### config.mk
export PLATFORM = sky130hd
export DESIGN_NAME = gtech_parity_arb
export DESIGN_NICKNAME = d
export VERILOG_FILES = /design/src/rtl/gtech_parity_arb.sv
export SDC_FILE = /design/constraint.sdc
export NUM_CORES = 1
export LEC_CHECK = 0
export CAP_MARGIN = 20
export CORE_UTILIZATION = 44
export CTS_BUF_LIST = sky130_fd_sc_hd__clkbuf_8
export CTS_CLUSTER_DIAMETER = 100
export CTS_CLUSTER_SIZE = 16
export DETAILED_ROUTE_END_ITERATION = 7
export PLACE_DENSITY = 0.82
export SKIP_LAST_GASP = 1
export SLEW_MARGIN = 20
export SYNTH_ARGS = -nofsm -noshare
export SYNTH_HDL_FRONTEND = slang
export SYNTH_SLANG_ARGS = --single-unit
### constraint.sdc
create_clock -name CLK -period 1.19 [get_ports CLK]
set_input_delay 0.119 -clock CLK [delete_from_list [all_inputs] [get_ports CLK]]
set_output_delay 0.119 -clock CLK [all_outputs]
set_load 0.02 [all_outputs]
### src/rtl/gtech_parity_arb.sv
// gtech_parity_arb
//   Two-requester arbiter in front of a time-shared parity engine. A granted
//   word is folded two bits per cycle through a single 3-input XNOR stage,
//   and the resulting even-parity flag is presented on Z with the owner's ID.
//
// Parameters
//   WIDTH  data word width in bits (even, >= 2)
//
// Ports
//   CLK    clock, all state changes on the rising edge
//   RST    synchronous active-high reset
//   REQ0   requester 0 has a word pending
//   DATA0  requester 0 word, captured in the ACK0 cycle
//   ACK0   one-cycle pulse, requester 0 word accepted
//   REQ1   requester 1 has a word pending
//   DATA1  requester 1 word, captured in the ACK1 cycle
//   ACK1   one-cycle pulse, requester 1 word accepted
//   BUSY   high while a word is being processed or reported
//   DONE   one-cycle pulse, Z and ID are valid
//   ID     requester owning the current result
//   Z      1 when the accepted word has an even number of ones
//
// Build option
//   GTECH_PARITY_ARB_FIXED_PRIO_EN  when defined, requester 0 always wins a
//   tie and no last-served pointer exists; otherwise round-robin.

module gtech_parity_arb #(
  parameter int WIDTH = 8
) (
  input  logic             CLK,
  input  logic             RST,
  input  logic             REQ0,
  input  logic [WIDTH-1:0] DATA0,
  output logic             ACK0,
  input  logic             REQ1,
  input  logic [WIDTH-1:0] DATA1,
  output logic             ACK1,
  output logic             BUSY,
  output logic             DONE,
  output logic             ID,
  output logic             Z
);

  localparam int STEPS = WIDTH / 2;
  localparam int CNT_W = $clog2(STEPS) + 1;
  localparam logic [CNT_W-1:0] LAST_STEP = CNT_W'(STEPS - 1);
  // Each XNOR stage adds one inversion; an even number of stages cancels,
  // so the seed must be 1 for even STEPS and 0 for odd STEPS to land on ~^word.
  localparam logic SEED = ((STEPS % 2) == 0) ? 1'b1 : 1'b0;

  typedef enum logic [1:0] {
    ST_IDLE = 2'd0,
    ST_RUN  = 2'd1,
    ST_DONE = 2'd2
  } state_t;

  state_t           state_q, state_d;
  logic [WIDTH-1:0] word_q, word_d;
  logic [CNT_W-1:0] cnt_q, cnt_d;
  logic             acc_q, acc_d;
  logic             owner_q, owner_d;
  logic             z_q, z_d;
  logic             id_q, id_d;

  logic             win0, win1;
  logic             grant;
  logic             accStep;

`ifdef GTECH_PARITY_ARB_FIXED_PRIO_EN
  // Requester 0 always wins a tie.
  assign win0 = REQ0;
  assign win1 = REQ1 & ~REQ0;
`else
  logic ptr_q;

  // On a tie the requester that was not served last wins; ptr_q = 1 means
  // requester 1 was served last.
  assign win0 = REQ0 & (~REQ1 | ptr_q);
  assign win1 = REQ1 & (~REQ0 | ~ptr_q);

  always_ff @(posedge CLK) begin
    if (RST) begin
      ptr_q <= 1'b1;
    end else if (grant) begin
      ptr_q <= ACK1;
    end
  end
`endif

  // Grants only exist in IDLE and are suppressed while reset is asserted.
  assign ACK0  = ~RST & (state_q == ST_IDLE) & win0;
  assign ACK1  = ~RST & (state_q == ST_IDLE) & win1;
  assign grant = ACK0 | ACK1;
  assign BUSY  = ~RST & (state_q != ST_IDLE);
  assign DONE  = ~RST & (state_q == ST_DONE);
  assign Z     = z_q;
  assign ID    = id_q;

  // The single shared XNOR stage consumes the two low bits of the word.
  assign accStep = ~(acc_q ^ word_q[0] ^ word_q[1]);

  always_comb begin
    state_d = state_q;
    word_d  = word_q;
    cnt_d   = cnt_q;
    acc_d   = acc_q;
    owner_d = owner_q;
    z_d     = z_q;
    id_d    = id_q;
    case (state_q)
      ST_IDLE: begin
        if (grant) begin
          state_d = ST_RUN;
          word_d  = ACK1 ? DATA1 : DATA0;
          owner_d = ACK1;
          acc_d   = SEED;
          cnt_d   = '0;
        end
      end
      ST_RUN: begin
        acc_d  = accStep;
        word_d = word_q >> 2;
        cnt_d  = cnt_q + CNT_W'(1);
        // Result and owner are published together on entry to DONE and
        // then held until the next word completes.
        if (cnt_q == LAST_STEP) begin
          state_d = ST_DONE;
          z_d     = accStep;
          id_d    = owner_q;
        end
      end
      ST_DONE: begin
        state_d = ST_IDLE;
        cnt_d   = '0;
      end
      default: begin
        state_d = ST_IDLE;
        cnt_d   = '0;
      end
    endcase
  end

  always_ff @(posedge CLK) begin
    if (RST) begin
      state_q <= ST_IDLE;
      word_q  <= '0;
      cnt_q   <= '0;
      acc_q   <= 1'b0;
      owner_q <= 1'b0;
      z_q     <= 1'b0;
      id_q    <= 1'b0;
    end else begin
      state_q <= state_d;
      word_q  <= word_d;
      cnt_q   <= cnt_d;
      acc_q   <= acc_d;
      owner_q <= owner_d;
      z_q     <= z_d;
      id_q    <= id_d;
    end
  end

endmodule

==> metrics <==
VDD IR-drop max=817 uV; 1st-iter DRT viols=22; Post-synth top flop=dfxtp_1; port bufs=25; Site Rows=16; pwr dens=about 1100 nW/um^2; routed wire length on met3=a little under 100 um; WP data arrival=approximately 1.3 ns; CTS Buffer Depth=2; number of remaining DRC errors=0; failing checks=setup timing; first-pass GRT wire length=~4200 um; first drt pass iteration count=4; largest net degree at the start of global routing=15; Area Growth Syn to Fin=64.5%; DIE WIDTH=about 48 um; final setup fails=18; final hold viol count=0; root buf cell=clkbuf_8; Core Region=approximately 2000 sq um; vias in the first global route=between 900 and 1,000; FFs w/ async S/R, synth=0%; synth cell count leaders=dfxtp_1 (18), nand2_1 (11), mux2i_1 (8); setup slack after layout=-0.231 ns; Hold Buf Count CTS=0; Synth area leader=dfxtp_1; worst-path maximum fanout=14; Post-Syn Area=around 940 sq um; part of the cycle the worst path needs=119%; max layer used=met4; antenna cells=0; worst skew pair latency=0.26 ns; Nets=about 170; Ports=26; largest family of logic cells by synthesized area=compound AO/OA/AOI/OAI gates; maxcap violations=0; Fin Clk Skew=approximately 0.0013 ns; Chip Height=between 40 and 50 um; DR WL/cell=around 17 um; Critical Path RT=1.07 ns; Post-Synth Simple-Gate Area=20.3%; status=complete, but fails checks; met2 wire len=about 1500 um; top-area cell type share of the netlist area=between 30% and 40%; Mapped Nets=125; top-count cell post-synth=dfxtp_1; Seq/Total Area, Yosys=between 30% and 40%; Final Wtd Congestion=0.745; total clock sinks=18; Crit. End Element=output port; Final Slew Violations=0; GRT Overall Usage=around 23%; register bit count reported by yosys=18; RSZ-0062 raised after global routing=yes; top post-synthesis cells by area=dfxtp_1 (38%), mux2i_1 (8.5%), o221ai_1 (5.6%); Via density=5.64; fin crit period=~1.4 ns; DP HPWL=about 1500 um; final wirelength=2870 um; Synth Area in Compound Gates=21.9%; Slew Limit Headroom=80.0%; Post-DRT Antenna Nets=0; Hold Slack=approximately 0.38 ns; Pleak=0.591 nW; Avg Cell Area, Syn=approximately 9 sq um; Synth Area in XOR/XNOR=1.86%; highest clock rate=704 MHz; number of enable flip-flop cells after synthesis=0; Unique masters post-synth=34; CTS H-tree lvls=1; Met1 Wirelength=1220 um; worst slew pin tran=about 0.30 ns; GRT Residual Overflow=0; worst setup path category=flop to output port; Num CTS Buffers=3; worst hold path type=input port to flop; mux cell area share after synthesis=around 8.5%; die area=between 2000 and 2500 sq um; Worst setup SP type=flop; Clock Pin Slew Worst Setup and Hold Paths=~0.07 ns; CTS tree=yes; share of cells above drive strength 1=between 30% and 40%; synth warn=0; Synth Instances=103; vias post-DR=965; initial antenna violation count=0; Synth Area in Adders=under 10%; Power Total=between 1.5 and 2 mW; Initial Util=a little under half
==> repair_timing <==
| item | 4_1_cts | 5_1_grt |
|---|---|---|
| endpoints found under the setup margin | 20 | 21 |
| buffers inserted | 2 | 3 |
| gates cloned | 1 | 0 |
| gates resized for setup | 44 | 16 |
| pin swaps | 15 | 6 |
==> power breakdown <==
group	leakage, nW	internal, mW	switching (mW)
combinational	0.414	0.280	0.257
clock	0.0288	0.294	0.213
sequential	0.149	0.663	0.0457
==> worst max-delay path: stages, from the launching register on <==
cell	delay, ns
dfxtp_2	0.33
buf_6	0.16
nor3b_1	0.31
buf_2	0.25
==> placed cells by master, fill, tap and decap left out, types with 3 or more instances in the layout <==
master and count:
clkbuf_8 4, buf_6 5, nand2_1 9, mux2i_1 6
inv_1 7, dfxtp_2 3, clkdlybuf4s50_1 16, nor2_1 4
dlygate4sd2_1 5, buf_4 12, a21oi_1 6, dfxtp_1 15
o221ai_1 5, o211ai_1 3
==> per-layer routing <==
metal  vias up  global-route usage (%)
met4         0                    6.86
met2        27                    42.0
met3         6                    4.72
met1       475                    26.1
met5         -                       0
li1        457                       -
==> registers in the layout, indices dropped and copies added, names as in the netlist <==
signal and count:
ID 1, Z 1, acc_q 1, cnt_q 3, owner_q 1, ptr_q 1, state_q 2, word_q 8
==> metrics by stage <==
stage | utilization [%] | setup TNS (ns) | cells | setup slack (ns) | instance area (sq um)
after CTS | 73.3 | -0.847 | 168 | -0.160 | 1450
final | 78.3 | -1.71 | 171 | -0.231 | 1550
after floorplan | - | 0 | 103 | 0.00791 | 952
after global routing | 78.3 | -2.65 | 171 | -0.291 | 1550
after detailed placement | 64.7 | -7.95 | 161 | -0.676 | 1280
after global placement | 64.7 | -7.39 | 161 | -0.654 | 1280
==> cells by family (layout without fill, tap and decap cells) <==
logic type | count (synthesis) | in the layout
xor gates and xnor gates | 2 | 2
and+or+nand+nor | 34 | 34
adders and majority gates | 2 | 2
AOI/OAI and AO/OA | 27 | 27
muxes | 8 | 8
buffers and inverters | 12 | 53
DFF | 18 | 18
==> final cells by class <==
type                       count  area [sq um]
clock buffer                   4          55.1
fill                         123           430
timing repair buffer          42           408
tap                           27          33.8
inverter                       7          26.3
sequential                    18           364
multi-input combinational     73           664
==> path summary, 6_finish.rpt <==
path / from / endpoint / slack, ns / depth (start not counted)
worst min-delay path: RST / ptr_q$_SDFFE_PP1P_ / 0.38 / 2
worst max register to register: state_q[1]$_SDFFE_PP0P_ / acc_q$_SDFFE_PP0P_ / -0.16 / 6
worst min register to register: ID$_SDFFE_PP0P_ / ID$_SDFFE_PP0P_ / 0.46 / 2
worst max-delay path: state_q[0]$_SDFFE_PP0P_ / DONE / -0.23 / 3
Power figures use the tool's default switching activity.
